`src/rtl/msj_serializer.sv`:
```
// -----------------------------------------------------------------------------
// msj_serializer
//   Transmit side of the serial message line M. Takes one DATA_W-bit word over
//   a valid/ready handshake and sends it as a framed serial stream:
//   start bit (1), data bits MSB first, stop bit (0). The line idles at 0.
//   Each bit is held on M for BIT_CYCLES clocks.
//
// Parameters
//   DATA_W      message width in bits (>= 2)
//   BIT_CYCLES  clocks per bit on M, 1..255
//
// Ports
//   clk        in   system clock, rising edge
//   rst        in   asynchronous reset, active-low
//   msj_d      in   message word to transmit
//   msj_valid  in   msj_d is valid and requests transmission
//   msj_ready  out  high only in IDLE; a word is taken when valid & ready
//   M          out  serial line (registered)
//   busy       out  frame in progress (registered)
//   done       out  one-cycle pulse on the clock after the stop bit ends
// -----------------------------------------------------------------------------
module msj_serializer #(
  parameter int DATA_W     = 8,
  parameter int BIT_CYCLES = 1
) (
  input  logic              clk,
  input  logic              rst,
  input  logic [DATA_W-1:0] msj_d,
  input  logic              msj_valid,
  output logic              msj_ready,
  output logic              M,
  output logic              busy,
  output logic              done
);

  localparam int BIT_W = (DATA_W > 1) ? $clog2(DATA_W) : 1;
  localparam logic [7:0]       CYC_LAST = 8'(BIT_CYCLES - 1);
  localparam logic [BIT_W-1:0] BIT_LAST = BIT_W'(DATA_W - 1);

  typedef enum logic [1:0] {
    ST_IDLE  = 2'd0,
    ST_START = 2'd1,
    ST_DATA  = 2'd2,
    ST_STOP  = 2'd3
  } state_t;

  state_t             state_r;
  logic [DATA_W-1:0]  shreg_r;
  logic [7:0]         cyc_cnt_r;
  logic [BIT_W-1:0]   bit_cnt_r;
  logic               m_r;
  logic               busy_r;
  logic               done_r;

  logic               accept_s;
  logic               cyc_last_s;

  // Left shift of the data register, zero fill at the LSB.
  function automatic logic [DATA_W-1:0] shift_left(input logic [DATA_W-1:0] v);
    return {v[DATA_W-2:0], 1'b0};
  endfunction

  // Ready is a pure decode of the state register so it is glitch-free.
  assign msj_ready  = (state_r == ST_IDLE);
  assign accept_s   = msj_valid & msj_ready;
  assign cyc_last_s = (cyc_cnt_r == CYC_LAST);

  assign M    = m_r;
  assign busy = busy_r;
  assign done = done_r;

  // Frame sequencer: state, shift register, hold counters and all outputs.
  always_ff @(posedge clk or negedge rst) begin
    if (!rst) begin
      state_r   <= ST_IDLE;
      shreg_r   <= '0;
      cyc_cnt_r <= 8'd0;
      bit_cnt_r <= '0;
      m_r       <= 1'b0;
      busy_r    <= 1'b0;
      done_r    <= 1'b0;
    end else begin
      done_r <= 1'b0;
      case (state_r)
        ST_IDLE: begin
          if (accept_s) begin
            // Latch the word and drive the start bit on the accept edge.
            shreg_r   <= msj_d;
            m_r       <= 1'b1;
            busy_r    <= 1'b1;
            cyc_cnt_r <= 8'd0;
            bit_cnt_r <= '0;
            state_r   <= ST_START;
          end else begin
            m_r    <= 1'b0;
            busy_r <= 1'b0;
          end
        end

        ST_START: begin
          if (cyc_last_s) begin
            cyc_cnt_r <= 8'd0;
            bit_cnt_r <= '0;
            m_r       <= shreg_r[DATA_W-1];
            shreg_r   <= shift_left(shreg_r);
            state_r   <= ST_DATA;
          end else begin
            cyc_cnt_r <= cyc_cnt_r + 8'd1;
          end
        end

        ST_DATA: begin
          if (cyc_last_s) begin
            cyc_cnt_r <= 8'd0;
            if (bit_cnt_r == BIT_LAST) begin
              // Last data bit finished: drive the stop bit.
              bit_cnt_r <= '0;
              m_r       <= 1'b0;
              state_r   <= ST_STOP;
            end else begin
              bit_cnt_r <= bit_cnt_r + BIT_W'(1);
              m_r       <= shreg_r[DATA_W-1];
              shreg_r   <= shift_left(shreg_r);
            end
          end else begin
            cyc_cnt_r <= cyc_cnt_r + 8'd1;
          end
        end

        ST_STOP: begin
          if (cyc_last_s) begin
            cyc_cnt_r <= 8'd0;
            m_r       <= 1'b0;
            busy_r    <= 1'b0;
            done_r    <= 1'b1;
            state_r   <= ST_IDLE;
          end else begin
            cyc_cnt_r <= cyc_cnt_r + 8'd1;
          end
        end

        default: begin
          state_r   <= ST_IDLE;
          cyc_cnt_r <= 8'd0;
          bit_cnt_r <= '0;
          m_r       <= 1'b0;
          busy_r    <= 1'b0;
        end
      endcase
    end
  end

endmodule
```
`config.mk`:
```
export PLATFORM = sky130hd
export DESIGN_NAME = msj_serializer
export DESIGN_NICKNAME = d
export VERILOG_FILES = /design/src/rtl/msj_serializer.sv
export SDC_FILE = /design/constraint.sdc
export NUM_CORES = 1
export LEC_CHECK = 0
export CAP_MARGIN = 25
export CORE_AREA = 8 8 62 64
export CTS_CLUSTER_DIAMETER = 40
export CTS_CLUSTER_SIZE = 20
export DETAILED_ROUTE_END_ITERATION = 8
export DIE_AREA = 0 0 70 72
export GPL_TIMING_DRIVEN = 0
export PLACE_DENSITY = 0.74
export SYNTH_ARGS = -nofsm -noshare
export SYNTH_HDL_FRONTEND = slang
export SYNTH_SLANG_ARGS = --single-unit
```
`constraint.sdc`:
```
create_clock -name clk -period 2.1 [get_ports clk]
set_clock_uncertainty 0.1 [all_clocks]
set_input_delay 0.315 -clock clk [delete_from_list [all_inputs] [get_ports clk]]
set_output_delay 0.315 -clock clk [all_outputs]
set_load 0.05 [all_outputs]
```
Word-level counts from Yosys, hierarchy flattened
Cells that the tools add are included.
- multiply operators: 0
- equal/unequal tests: 10
- shift operators: 0
- muxes and demuxes: 28
- order comparisons: 0
- divide/modulo/power cells: 0
- reduce and logical (&&, ||, !) cells: 10
- bitwise operators: 1
- add/sub/neg operators: 2
- operators by type and width (operator ; count):
    8-bit two-way mux ; 6
    8-bit case mux with 3 select lines ; 1
    8-bit case mux with 2 select lines ; 1
    3-bit two-way mux ; 4
    2-bit two-way mux ; 5
    2-bit inequality test (second input constant) ; 5
    5-bit AND reduction ; 2
    3-bit case mux with 3 select lines ; 1
    8-bit by 1-bit adder with 8-bit output (second input constant) ; 1
    8-bit logical NOT ; 1
    2-bit case mux with 4 select lines ; 1
    1-bit two-way mux ; 7
    2-bit equality test (second input constant) ; 2
    1-bit case mux with 4 select lines ; 1
    4-bit AND reduction ; 1
    3-bit by 1-bit adder with 3-bit output (second input constant) ; 1
    3-bit equality test (second input constant) ; 1
    3-bit AND reduction ; 1
    3-bit nonzero test ; 1
    3-bit OR reduction ; 1
    2-bit by 1-bit equality test with 1-bit output (second input constant) ; 1
    2-bit logical NOT ; 1
    2-bit by 1-bit inequality test with 1-bit output (second input constant) ; 1
    1-bit case mux with 2 select lines ; 1
    other kinds (3) ; 3
- word-level logic and storage cells: 58
- bits in registers: 24
- bits in read-only memories: 0
- bits in latches: 0
- memories kept: 0
- RAM bits: 0

Longest topological paths before layout
- depth in word-level cells: 4
- depth in mapped cells: 7
- gate-level depth less buffers: 6

Worst setup path before layout
OpenSTA, ideal clock, no wires.
- path kind: reg2reg
- from: register state_r[0]
- to: register shreg_r[0]
- cell stages (with the launch flop): 7
- data arrival time: 2199 ps
- required time: 1875 ps
- path buffers: 1
- period minus slack after synthesis: 2423 ps
- setup slack: -323 ps
- path through: dfrtp_1 -> inv_1 -> ha_1 -> nor2b_1 -> clkbuf_1 -> a2111oi_4 -> mux2_2
- word-level cells in the longest chain between the ends: 4
- ends and longest elaborated chain (element ; RTL line ; RTL):
    from (decl) ; 47 ; state_t state_r;
    from (signal assigned) ; 75 ; state_r <= ST_IDLE;
    from (signal assigned) ; 93 ; state_r <= ST_START;
    from (signal assigned) ; 106 ; state_r <= ST_DATA;
    2-bit logical NOT (*) ; 64 ; assign msj_ready = (state_r == ST_IDLE);
    via msj_ready ; 30 ; output logic msj_ready,
    1-bit AND ; 65 ; assign accept_s = msj_valid & msj_ready;
    2-bit by 1-bit inequality test with 1-bit output (no line) ; -- ;
    5-bit AND reduction (no line) ; -- ;
    to (signal assigned) ; 88 ; shreg_r <= msj_d;
    to (signal assigned) ; 105 ; shreg_r <= shift_left(shreg_r);
    to (signal assigned) ; 123 ; shreg_r <= shift_left(shreg_r);
    to (decl) ; 48 ; logic [DATA_W-1:0] shreg_r;
The timed path passes the listed nets; every way through them passes the cells marked *.
A chain may end at the register's enable or synchronous reset.

Worst setup path in the final report
- from: register cyc_cnt_r[0]
- to: register shreg_r[2]
- word-level cells in the longest chain between the ends: 3
- ends and longest elaborated chain (element ; RTL line ; RTL):
    from (decl) ; 49 ; logic [7:0] cyc_cnt_r;
    from (signal assigned) ; 108 ; cyc_cnt_r <= cyc_cnt_r + 8'd1;
    from (signal assigned) ; 126 ; cyc_cnt_r <= cyc_cnt_r + 8'd1;
    from (signal assigned) ; 138 ; cyc_cnt_r <= cyc_cnt_r + 8'd1;
    8-bit logical NOT (*) ; 66 ; assign cyc_last_s = (cyc_cnt_r == CYC_LAST);
    2-bit inequality test (no line) ; -- ;
    5-bit AND reduction (no line) (*) ; -- ;
Every way passes the cells marked *; elsewhere a longest branch is shown, timed or not.

==> run metrics <==
Final Setup Violations 0; Fin. Hold Viols 0; largest family of logic cells by synthesized area simple AND/OR/NAND/NOR gates; die height 72 um; FF-to-FF setup slack 0.08 ns; IO Pins 15; CP bufs+invs 2; Worst Hold Class primary input to async pin; Tcrit/Tclk final 96.0%; nets@finish 159; Post-Syn Area 1330 sq um; fin crit period 2.02 ns; MaxCap Viol Count 0; WL/cell 14.4 um; fraction of layout cells with a size suffix above 1 29.7%; clk slew on worst S/H paths 0.13 ns; first-pass GRT wire length 4.26 mm; outcome finished clean; Post-Syn Nets 135; Post-CTS Hold Fix Bufs 0; Routed Antenna Nets 0; Synth Area in Simple Gates 16.5%; Global Route Usage Sum 10.1%; clock sink count 24; gr ovfl total 0; clock latency at the later pin of the worst-skew pair 0.32 ns; critical path's top delay family flip-flops; Worst setup EP type register; clock buffer depth 2; Synth Area in Compound Gates 9.13%; DRC 0; Crit Path Category register to register; syn_area_per_cell 11.6 sq um; initial core utilization 45.8%; Max-slew headroom 66.7%; RD Place Congestion 0.841; worst r2r src cyc_cnt_r[0]$_DFFE_PN0P_; DRT Wirelength 2.45 mm; final setup margin 0.0842 ns; CP arrival 2.14 ns; routed via count 936; Synth Warn # 0; FF+latch count, synth 24; die footprint 5040 sq um; Least-Margin Pin Slew 0.498 ns; Site Rows 20; Adder-Cell Fraction of Synth Area 8.47%; Die X 70 um; R2R cell count 7; I/O Buffers 14; Leak Pwr 0.709 nW; Diodes inserted 0; P per Cell Area 1430 nW/um^2; vias in the first global route 983; Netlist cell types 35; antenna violations before repair 0; core area 2900 sq um; Place WS -0.297 ns; crit-path max cell delay 0.44 ns; cts bufs inserted 3; Pre-antenna DRT Iters 4; Fmax 496 MHz; CTS root buf clkbuf_4; Slowest cell on crit path dfrtp_2; Iteration-0 DRC Markers 53; r2r endpoint shreg_r[2]$_DFFE_PN0P_; CP Launch Type register; max-slew violations 0; DR vias/cell 5.47; H-tree depth 1; Seq/Total Area, Yosys 45.2%; CP Max Fanout 8; hpwl dp 1.91 mm; worst path cell trace inv_1, ha_1, nor4b_4, a21oi_2, a2111oi_4, buf_6, mux2_2; Area Growth Syn to Fin 24.1%; Layout Cells excl Fill 171; TritonCTS clock tree yes; placed insts 163; multiplexer share of the synthesized area 14.3%; critical path startpoint cyc_cnt_r[0]$_DFFE_PN0P_; Peak VDD IR 1.05 mV; largest net degree at the start of global routing 16; CP required 2.22 ns; Critical Path Stages 7; Hold Slack 0.208 ns; Post-Synth XOR/XNOR Area 3.95%; Critical Path End shreg_r[2]$_DFFE_PN0P_; Mapped Cells 115
==> worst min path at each step <==
stage | start | end | slack [ns] | cells past startpoint
4_1_cts | rst | M$_DFFE_PN0P_ | 0.21 | 1
3_5_place_dp | bit_cnt_r[2]$_DFFE_PN0P_ | bit_cnt_r[2]$_DFFE_PN0P_ | 0.39 | 1
2_1_floorplan | rst | M$_DFFE_PN0P_ | -0.08 | 0
3_3_place_gp | shreg_r[7]$_DFFE_PN0P_ | shreg_r[7]$_DFFE_PN0P_ | 0.38 | 1
5_1_grt | rst | M$_DFFE_PN0P_ | 0.20 | 1
6_report | rst | bit_cnt_r[2]$_DFFE_PN0P_ | 0.21 | 1
==> through the flow <==
stage          total power, mW  area [sq um]  setup TNS (ns)  util (%)
6_report                  2.35          1650               0      56.9
5_1_grt                   2.52          1650        -0.00350      56.9
4_1_cts                   2.36          1630               0      56.0
3_5_place_dp              1.96          1550           -2.29      53.4
3_3_place_gp              1.91          1530           -1.79      52.8
2_1_floorplan             1.70          1350          -0.216         -
==> state kept, by name (all words and copies together) (netlist names) <==
| name | cells |
|---|---|
| M | 1 |
| bit_cnt_r | 3 |
| busy | 1 |
| cyc_cnt_r | 8 |
| done | 1 |
| shreg_r | 8 |
| state_r | 2 |
==> kinds of logic after synthesis <==
family,count (synthesis)
AOI/OAI and AO/OA,13
xor gates and xnor gates,6
adders and majority gates,9
buffers and inverters,9
DFF,24
muxes,17
and+or+nand+nor,37
==> area by class of cell <==
cell class | instances | area [sq um]
clock buffer | 3 | 22.5
sequential | 24 | 602
clock inverter | 1 | 30.0
tap | 33 | 41.3
fill | 248 | 1250
timing repair buffer | 21 | 203
buffer | 2 | 11.3
multi-input combinational | 82 | 722
inverter | 5 | 18.8
==> where the power goes <==
group	leakage [nW]	internal (mW)	total (mW)	switching, mW
clock	0.0279	0.193	0.336	0.142
sequential	0.308	0.618	0.693	0.0751
combinational	0.373	0.695	1.33	0.632
total	0.709	1.51	2.35	0.849
==> layout by cell type, fill, tap and decap left out, types with 3 or more instances in the layout <==
| cell | netlist | layout |
|---|---|---|
| dfrtp_1 | 24 | 23 |
| xnor2_1 | 3 | 3 |
| clkdlybuf4s50_1 | 0 | 13 |
| nor3_1 | 4 | 4 |
| mux2_2 | 16 | 15 |
| buf_4 | 0 | 6 |
| nand2b_1 | 3 | 3 |
| xor2_1 | 3 | 3 |
| clkbuf_4 | 0 | 3 |
| ha_1 | 9 | 8 |
| nand2_1 | 6 | 6 |
| inv_1 | 5 | 4 |
| nor2_1 | 8 | 7 |
==> per-layer routing <==
metal / global-route usage [%] / vias to the layer above / share of wire [%]
met5: 0 / - / 0
met4: 2.46 / 0 / 0.29
met3: 3.82 / 2 / 4.8
met2: 18.2 / 18 / 51
met1: 10.9 / 456 / 44
li1: - / 460 / -
==> cells in the mapped netlist, drive strengths merged <==
| cell type | n | area (sq um) |
|---|---|---|
| nor2b | 3 | 18.8 |
| nor4b | 2 | 32.5 |
| a32o | 2 | 20.0 |
| a2111oi | 1 | 27.5 |
| o22ai | 1 | 6.26 |
| o32a | 1 | 10.0 |
| nand3 | 2 | 10.0 |
| nand2b | 3 | 18.8 |
| inv | 5 | 18.8 |
| a221oi | 1 | 8.76 |
| xnor2 | 3 | 26.3 |
| buf | 1 | 3.75 |
| mux2 | 16 | 180 |
| nor3 | 5 | 30.0 |
| nor2 | 8 | 30.0 |
| or3 | 1 | 7.51 |
| and2 | 1 | 7.51 |
| nand2 | 6 | 22.5 |
| or4 | 1 | 7.51 |
| nor4 | 1 | 6.26 |
| and3 | 2 | 15.0 |
| clkbuf | 3 | 11.3 |
| a21oi | 3 | 18.8 |
| ha | 9 | 113 |
| dfrtp | 24 | 601 |
| nand4 | 2 | 12.5 |
| o21a | 1 | 7.51 |
| o32ai | 1 | 8.76 |
| o21ai | 1 | 5.00 |
| xor2 | 3 | 26.3 |
| a22o | 1 | 8.76 |
| mux2i | 1 | 10.0 |
==> timing repair <==
item,CTS,global route
gates resized for setup,2,4
pin swaps,1,0
buffers inserted,3,3
endpoints found under the hold margin,0,0
setup endpoints to repair,9,11
Power figures use the tool's default switching activity.
